$ cat src/rtl/countdown_timer_pkg.sv
// Shared definitions for the countdown timer and its neighbours in the ALU
// control path.
//   state_t    : FSM encoding (IDLE / RUN / PAUSE)
//   CNT_W      : default count width, kept equal to Counter's width
//   PRESCALE_W : default prescale field width
package countdown_timer_pkg;

  typedef enum logic [1:0] {
    ST_IDLE  = 2'd0,
    ST_RUN   = 2'd1,
    ST_PAUSE = 2'd2
  } state_t;

  localparam int CNT_W      = 3;
  localparam int PRESCALE_W = 4;

endpackage : countdown_timer_pkg

$ cat src/rtl/countdown_timer_if.sv
// Control/status bundle of the countdown timer.
//   master : load, load_value, prescale, start, pause, stop, auto_reload out;
//            count, busy, done in
//   slave  : the timer side (directions reversed)
interface countdown_timer_if #(
  parameter int WIDTH      = countdown_timer_pkg::CNT_W,
  parameter int PRESCALE_W = countdown_timer_pkg::PRESCALE_W
);

  logic                  load;
  logic [WIDTH-1:0]      load_value;
  logic [PRESCALE_W-1:0] prescale;
  logic                  start;
  logic                  pause;
  logic                  stop;
  logic                  auto_reload;
  logic [WIDTH-1:0]      count;
  logic                  busy;
  logic                  done;

  modport master (
    output load, load_value, prescale, start, pause, stop, auto_reload,
    input  count, busy, done
  );

  modport slave (
    input  load, load_value, prescale, start, pause, stop, auto_reload,
    output count, busy, done
  );

endinterface : countdown_timer_if

$ cat src/rtl/countdown_timer_tick_prescaler.sv
// Divides the clock into decrement ticks for the countdown timer.
//   clk, resetn : clock, synchronous active-low reset
//   enable      : advance the phase counter this cycle
//   clear       : force the phase counter to 0 (takes precedence over enable)
//   prescale    : tick period minus one, sampled live
//   tick        : high in the cycle where pc == prescale and enable is set
//   pc          : current phase counter
module tick_prescaler #(
  parameter int PRESCALE_W = countdown_timer_pkg::PRESCALE_W
) (
  input  logic                  clk,
  input  logic                  resetn,
  input  logic                  enable,
  input  logic                  clear,
  input  logic [PRESCALE_W-1:0] prescale,
  output logic                  tick,
  output logic [PRESCALE_W-1:0] pc
);

  // Equality compare: if prescale is lowered below pc mid-run, pc simply
  // wraps through 2^PRESCALE_W before matching again.
  assign tick = enable && (pc == prescale);

  always_ff @(posedge clk) begin
    if (!resetn) begin
      pc <= '0;
    end else if (clear) begin
      pc <= '0;
    end else if (enable) begin
      if (tick) pc <= '0;
      else      pc <= pc + PRESCALE_W'(1);
    end
  end

endmodule : tick_prescaler

$ cat src/rtl/countdown_timer.sv
// Loadable down-counter used as a sequencing/timeout source next to Counter.
// Counts a preset value down at a programmable rate and pulses done for one
// cycle on expiry; optionally reloads and keeps running.
//   clk, resetn : clock, synchronous active-low reset
//   bus (slave) : load/load_value/prescale/start/pause/stop/auto_reload in,
//                 count/busy/done out (all outputs registered)
module countdown_timer #(
  parameter int WIDTH      = countdown_timer_pkg::CNT_W,
  parameter int PRESCALE_W = countdown_timer_pkg::PRESCALE_W
) (
  input  logic               clk,
  input  logic               resetn,
  countdown_timer_if.slave   bus
);

  import countdown_timer_pkg::*;

  state_t                state;
  logic [WIDTH-1:0]      count_q;
  logic [WIDTH-1:0]      reload_q;
  logic                  busy_q;
  logic                  done_q;

  logic [WIDTH-1:0]      eff_count;
  logic                  start_run;
  logic                  advance;
  logic                  tick;
  // Prescaler phase; not needed by the FSM, kept visible for debug.
  logic [PRESCALE_W-1:0] pc_unused;

  // Load and start in the same cycle start from the freshly loaded value.
  assign eff_count = bus.load ? bus.load_value : count_q;
  assign start_run = (state == ST_IDLE) && bus.start && (eff_count != '0);

  // Prescaler only moves when the timer is (or is returning to) running.
  // Leaving PAUSE counts as a running cycle so pause costs exactly the
  // number of cycles pause was held.
  assign advance = ((state == ST_RUN) || (state == ST_PAUSE)) &&
                   !bus.stop && !bus.pause;

  tick_prescaler #(
    .PRESCALE_W (PRESCALE_W)
  ) u_pre (
    .clk      (clk),
    .resetn   (resetn),
    .enable   (advance),
    .clear    (start_run),
    .prescale (bus.prescale),
    .tick     (tick),
    .pc       (pc_unused)
  );

  always_ff @(posedge clk) begin
    if (!resetn) begin
      state    <= ST_IDLE;
      count_q  <= '0;
      reload_q <= '0;
      busy_q   <= 1'b0;
      done_q   <= 1'b0;
    end else begin
      done_q <= 1'b0;
      case (state)
        ST_IDLE: begin
          if (bus.load) begin
            count_q  <= bus.load_value;
            reload_q <= bus.load_value;
          end
          if (bus.start) begin
            if (eff_count != '0) begin
              state  <= ST_RUN;
              busy_q <= 1'b1;
            end else begin
              // Starting from zero expires immediately without running.
              done_q <= 1'b1;
            end
          end
        end

        ST_RUN, ST_PAUSE: begin
          if (bus.stop) begin
            state  <= ST_IDLE;
            busy_q <= 1'b0;
          end else if (bus.pause) begin
            state <= ST_PAUSE;
          end else begin
            state <= ST_RUN;
            if (tick) begin
              if (count_q > WIDTH'(1)) begin
                count_q <= count_q - WIDTH'(1);
              end else if (count_q == WIDTH'(1)) begin
                done_q <= 1'b1;
                if (bus.auto_reload) begin
                  count_q <= reload_q;
                end else begin
                  count_q <= '0;
                  state   <= ST_IDLE;
                  busy_q  <= 1'b0;
                end
              end
            end
          end
        end

        default: begin
          state  <= ST_IDLE;
          busy_q <= 1'b0;
        end
      endcase
    end
  end

  assign bus.count = count_q;
  assign bus.busy  = busy_q;
  assign bus.done  = done_q;

endmodule : countdown_timer

$ cat src/flat_wrapper.sv
// flat-port wrapper written by rule: the top's interface ports become plain ports
module countdown_timer_flat import countdown_timer_pkg::*;
#(
  parameter int WIDTH      = countdown_timer_pkg::CNT_W,
  parameter int PRESCALE_W = countdown_timer_pkg::PRESCALE_W
)
  (clk, resetn, bus_load, bus_load_value, bus_prescale, bus_start, bus_pause, bus_stop, bus_auto_reload, bus_count, bus_busy, bus_done);
  countdown_timer_if #(.WIDTH(WIDTH), .PRESCALE_W(PRESCALE_W)) bus_i ();
  input  logic clk;
  input  logic resetn;
  input wire logic [$bits(bus_i.load)-1:0] bus_load;
  input wire logic [$bits(bus_i.load_value)-1:0] bus_load_value;
  input wire logic [$bits(bus_i.prescale)-1:0] bus_prescale;
  input wire logic [$bits(bus_i.start)-1:0] bus_start;
  input wire logic [$bits(bus_i.pause)-1:0] bus_pause;
  input wire logic [$bits(bus_i.stop)-1:0] bus_stop;
  input wire logic [$bits(bus_i.auto_reload)-1:0] bus_auto_reload;
  output wire logic [$bits(bus_i.count)-1:0] bus_count;
  output wire logic [$bits(bus_i.busy)-1:0] bus_busy;
  output wire logic [$bits(bus_i.done)-1:0] bus_done;
  assign bus_i.load = bus_load;
  assign bus_i.load_value = bus_load_value;
  assign bus_i.prescale = bus_prescale;
  assign bus_i.start = bus_start;
  assign bus_i.pause = bus_pause;
  assign bus_i.stop = bus_stop;
  assign bus_i.auto_reload = bus_auto_reload;
  assign bus_count = bus_i.count;
  assign bus_busy = bus_i.busy;
  assign bus_done = bus_i.done;
  countdown_timer #(.WIDTH(WIDTH), .PRESCALE_W(PRESCALE_W)) u_core (.clk(clk), .resetn(resetn), .bus(bus_i));
endmodule
$ cat config.mk
export PLATFORM = sky130hd
export DESIGN_NAME = countdown_timer_flat
export DESIGN_NICKNAME = d
export VERILOG_FILES = /design/src/rtl/countdown_timer_pkg.sv /design/src/rtl/countdown_timer_if.sv /design/src/rtl/countdown_timer_tick_prescaler.sv /design/src/rtl/countdown_timer.sv /design/src/flat_wrapper.sv
export SDC_FILE = /design/constraint.sdc
export NUM_CORES = 1
export LEC_CHECK = 0
export ABC_AREA = 1
export ABC_CLOCK_PERIOD_IN_PS = 1800
export BUFFER_PORTS_ARGS = -buffer_cell sky130_fd_sc_hd__buf_2
export CAP_MARGIN = 20
export CORE_MARGIN = 2
export CORE_UTILIZATION = 56
export CTS_BUF_LIST = sky130_fd_sc_hd__clkbuf_4
export DETAILED_ROUTE_END_ITERATION = 7
export GPL_ROUTABILITY_DRIVEN = 0
export PLACE_DENSITY = 0.81
export REMOVE_ABC_BUFFERS = 1
export SLEW_MARGIN = 15
export SYNTH_ARGS = -nofsm -noshare
export SYNTH_HDL_FRONTEND = slang
export SYNTH_SLANG_ARGS = --single-unit
$ cat constraint.sdc
create_clock -name clk -period 1.8 [get_ports clk]
set_input_delay 0.18 -clock clk [delete_from_list [all_inputs] [get_ports clk]]
set_output_delay 0.18 -clock clk [all_outputs]
set_load 0.01 [all_outputs]
======== After elaboration in Yosys (flattened, before gate mapping) ========
Index checks and enable logic that the tools add are counted.
word-level totals
  bits in registers ....................... 14
  logic and storage cells ................. 77
operators by class
  add/sub/neg operators ................... 2
  $lt $le $gt $ge ......................... 1
  equality and inequality tests ........... 15
  multiplexer cells ....................... 35
  bitwise gates (word level) .............. 1
  reduce and logical (&&, ||, !) cells .... 17
operators by type and width
  kind                   count
  $mux W3                7
  $mux W1                16
  $mux W2                7
  $ne A3 B3 Y1 const B   3
  $ne A2 B2 Y1 const B   4
  $reduce_and A7 Y1      1
  $ne A3 B2 Y1 const B   2
  $pmux W3 S2            1
  $logic_and A1 B1 Y1    5
  $reduce_and A5 Y1      1
  $add A4 B1 Y4 const B  1
  $eq A4 B4 Y1           1
  $mux W4                1
  $pmux W1 S2            2
  $pmux W2 S2            1
  $reduce_and A2 Y1      2
  $reduce_or A2 Y1       2
  $eq A3 B1 Y1 const B   1
  $gt A3 B1 Y1 const B   1
  $ne A3 B1 Y1 const B   1
  $reduce_bool A3 Y1     1
  $sub A3 B1 Y3 const B  1
  $eq A2 B1 Y1 const B   1
  $eq A2 B2 Y1 const B   1
  other kinds (6)        7

======== Logic depth before layout (Yosys ltp) ========
  depth after elaboration ................. 9
  gate-level depth with buffers ........... 12
  mapped depth without buffers ............ 12

======== Modules after synthesis ========
A second synthesis with hierarchy kept.
unflattened totals
  cells, all modules ...................... 159
  area, all modules ....................... 978.4 um2
modules (own cells, without submodules)
  module           times used  cells each  area each (um2)  sequential area each (um2)
  countdown_timer  1           111         695.7            200.2
  tick_prescaler   1           48          282.8            80.1

======== Worst setup path after synthesis ========
OpenSTA, ideal clock, no wires.
  path type ............................... flip-flop to flip-flop
  start ................................... register u_core.state[0]
  end ..................................... register u_core.count_q[0] (netlist: u_core.bus.count[0])
  arrival time ............................ 1.396 ns
  required time ........................... 1.685 ns
  slack ................................... 0.289 ns
  stages on the path, launching flop included .. 12
  period minus slack after synthesis ...... 1.511 ns
  path through ............................ dfxtp_1 > inv_1 > ha_1 > inv_2 > nor2_4 > nand2_4 > nor2_4 > nand3_2 > clkinv_2 > nand2_4 > a21oi_1 > nor2_1
between the ends
  longest elaborated chain between the ends .. 7
ends and longest elaborated chain
  element                                              RTL line                                      source
  start: declaration                                   countdown_timer.sv:18                         state_t state;
  start signal: assignment                             countdown_timer.sv:55                         state <= ST_IDLE;
  start signal: assignment                             countdown_timer.sv:70                         state <= ST_RUN;
  start signal: assignment                             countdown_timer.sv:81                         state <= ST_IDLE;
  $eq A2 B1 Y1 / $eq A2 B2 Y1 (equally long branches)  countdown_timer.sv:38, countdown_timer.sv:62
  $logic_or A1 B1 Y1                                   countdown_timer.sv:38                         assign advance = ((state == ST_RUN) || (state == ST_PAUSE)) &&
  $logic_and A1 B1 Y1                                  countdown_timer.sv:38
  $logic_and A1 B1 Y1                                  countdown_timer.sv:39                         !bus.stop && !bus.pause;
  $logic_and A1 B1 Y1                                  countdown_timer_tick_prescaler.sv:22          assign tick = enable && (pc == prescale);
  $ne A2 B1 Y1 (no line)                               --
  $reduce_and A5 Y1 (no line)                          --
  end signal: assignment                               countdown_timer.sv:65                         count_q <= bus.load_value;
  end signal: assignment                               countdown_timer.sv:89                         count_q <= count_q - WIDTH'(1);
  end signal: assignment                               countdown_timer.sv:93                         count_q <= reload_q;
  end: declaration                                     countdown_timer.sv:19                         logic [WIDTH-1:0] count_q;
Several ways; a longest one is shown, not always the timed one.
A chain may end at the register's enable or synchronous reset.

======== Final worst setup path ========
Ends and elaborated chain as after synthesis.

==> impl_results.md <==
* Die W at 46.15 um
* WS Path Type: reg2reg
* Commonest non-fill, non-tap cell in the layout: nand2_1
* Starting Density at 58.89%
* Mux cell area share after synthesis at 0%
* Root buffer cell: clkbuf_4
* Largest net degree at the start of global routing at 11
* Initial DRT Pass Iterations at 4
* WL/cell at 10.45 um
* Final hold vios at 0
* Hold slack at 0.1822 ns
* CTS buffer count at 3
* Register bit total from synthesis at 14
* Resize count post-CTS at 0
* Bufs and invs on worst path at 3
* Post-Synth XOR/XNOR Area at 0.8805%
* # IOs at 19
* Synth-to-Final Area Change at 14.34%
* CP Launch Type: flop
* Die area at 0.002129 sq mm
* Power Density at 1070 mW/mm^2
* Post-Syn Area at 994.7 sq um
* Antenna cells at 0
* Avg Cell Area, Syn at 6.459 sq um
* Sequential area share after synthesis at 28.18%
* Reg2Reg Setup Slack at 0.19 ns
* DIE HEIGHT at 46.15 um
* Clock Path Buffers at 2
* Slowest-stage cell, CP: dfxtp_1
* Worst Tran Pin Value at 0.2959 ns
* Fillers at 165
* Number of H-tree levels at 1
* Post-synthesis simple-gate area fraction at 39.50%
* Slew margin rel. at 80.14%
* Share of cells above drive strength 1 at 24.00%
* Total gr overflow at 0
* Library cells used by synthesis at 23
* Worst Skew at 0.001423 ns
* Compound-Gate Fraction of Synth Area at 14.84%
* Slew Viols, Final at 0
* CP cell instances: inv_1 > ha_4 > inv_2 > nor2_4 > nand2_4 > nor2_4 > nand3_2 > clkinv_2 > nand2_4 > a21oi_1 > nor2_1
* Max Clock Freq at 621.1 MHz
* Mapped Cells at 154
* Max cap viols at 0
* Async SR Flop Fraction at 0%
* Vias in the first global route at 800
* Row Count at 15
* Most frequent cells in the layout: nand2_1, inv_1, buf_2
* CORE AREA at 0.001689 sq mm
* Peak supply drop at 0.8142 mV
* CTS tree: yes
* # port buffers at 18
* Clk_lat worst skew at 0.28 ns
* Post-synth EDFFs at 0
* Sink Count at 14
* Post-Synth Adder-Cell Area at 6.289%
* CP Max Fanout at 6
* Synth Warn # at 0
* CP max stage delay at 0.36 ns
* Final Routed Wirelength at 2007 um
* Drt first-iter violations at 22
* RSZ-0062 raised after global routing: no
* Vias per inst at 5.245
* Layout net count at 195
* First-pass GRT wire length at 3305 um
* Crit path time final at 1.610 ns
* Status: completed
* Final-report setup violation count at 0
* Clk slew on worst S/H paths at 0.09 ns
* Largest family of logic cells by synthesized area: simple AND/OR/NAND/NOR gates
* Initial antenna violation count at 0
* Setup TNS at 0 ns
* Lkg Pwr at 0.0005730 uW
* Remaining routing DRC violations at 0
* Crit. End Element: flop
* HP Class: in2reg
* Post-CTS setup repair buffer count at 0
* Post-DP HPWL at 1597 um
* Vias at 1007
* Global Route Usage Sum at 21.60%
* Final ANT Viol Nets at 0
* CTS Hold Bufs at 0
* Critical path arrival at 1.80 ns
* Delay-heaviest family, CP: simple AND/OR/NAND/NOR gates
* Worst EP required at 1.99 ns
* Synth Flop Type: dfxtp_1
* Tcrit/Tclk final at 89.45%
[sequential cells by signal, indices dropped and copies added (netlist names)]
signal / count
u_core.state: 2
u_core.bus.done: 1
u_core.bus.busy: 1
u_core.u_pre.pc: 4
u_core.bus.count: 3
u_core.reload_q: 3
[final timing paths]
| check | from | end | depth (start not counted) |
|---|---|---|---|
| max | u_core.state[0] | u_core.bus.count[0] | 11 |
| min | bus_load_value[0] | u_core.reload_q[0] | 3 |
| max reg2reg | u_core.state[0] | u_core.bus.count[0] | 11 |
| min reg2reg | u_core.reload_q[0] | u_core.reload_q[0] | 2 |
[worst reg2reg max path: stages (launching register included)]
cell	delay, ns
dfxtp_1	0.36
inv_1	0.08
ha_4	0.28
inv_2	0.07
nor2_4	0.11
nand2_4	0.08
nor2_4	0.10
nand3_2	0.10
clkinv_2	0.08
nand2_4	0.06
a21oi_1	0.13
nor2_1	0.06
[cell usage after synthesis, types with 2 or more instances]
| cell | count | area share (%) |
|---|---|---|
| a21oi_1 | 15 | 7.5 |
| dfxtp_1 | 14 | 28 |
| ha_1 | 5 | 6.3 |
| inv_1 | 18 | 6.8 |
| inv_2 | 6 | 2.3 |
| nand2_1 | 40 | 15 |
| nand2_2 | 3 | 1.9 |
| nand2_4 | 3 | 3.4 |
| nand3_1 | 12 | 6.0 |
| nand3_2 | 2 | 2.0 |
| nor2_1 | 12 | 4.5 |
| nor2_4 | 3 | 3.4 |
| nor3_1 | 2 | 1.0 |
| o21ai_0 | 5 | 2.5 |
| o21ai_1 | 6 | 3.0 |
[logic make-up after synthesis]
family | Yosys count
AND/OR/NAND/NOR | 80
AO/OA/AOI/OAI | 28
buffers and inverters | 26
flip-flops | 14
adder cells (fa/ha/maj) | 5
XOR/XNOR | 1
[metrics by stage]
stage | power [uW] | utilization, % | std cells | setup WS, ns | instance area (sq um)
floorplan | 870.1 | - | 153 | 0.2889 | 987.2
global placement | 999.7 | 65.04 | 188 | 0.2094 | 1099
detailed placement | 1008 | 65.04 | 188 | 0.1292 | 1099
CTS | 1197 | 66.59 | 192 | 0.1208 | 1125
global route | 1316 | 67.33 | 192 | 0.04784 | 1137
finish | 1217 | 67.33 | 192 | 0.1899 | 1137
[report_power, final]
part / switching (uW) / total, uW / internal, uW
Clock: 108 / 188 / 80.6
Combinational: 378 / 630 / 252
Sequential: 38.0 / 399 / 361
Total: 523 / 1220 / 694
[per-layer routing]
| metal | part of all wire, % | global-route usage, % | up-vias |
|---|---|---|---|
| li1 | - | - | 535 |
| met1 | 46 | 25.88 | 440 |
| met2 | 48 | 37.22 | 27 |
| met3 | 4.2 | 3.922 | 5 |
| met4 | 2.0 | 9.143 | 0 |
| met5 | 0 | 0 | - |
[cell type report]
class	count	area [sq um]	area share [%]
clock buffers	3	22.52	1.980
repair buffers	18	90.09	7.921
multi-input cells	114	624.3	54.90
inverters	25	95.09	8.361
flip-flops and latches	14	280.3	24.64
clock inverters	1	3.754	0.3300
well taps	17	21.27	1.870
Power figures use the tool's default switching activity.
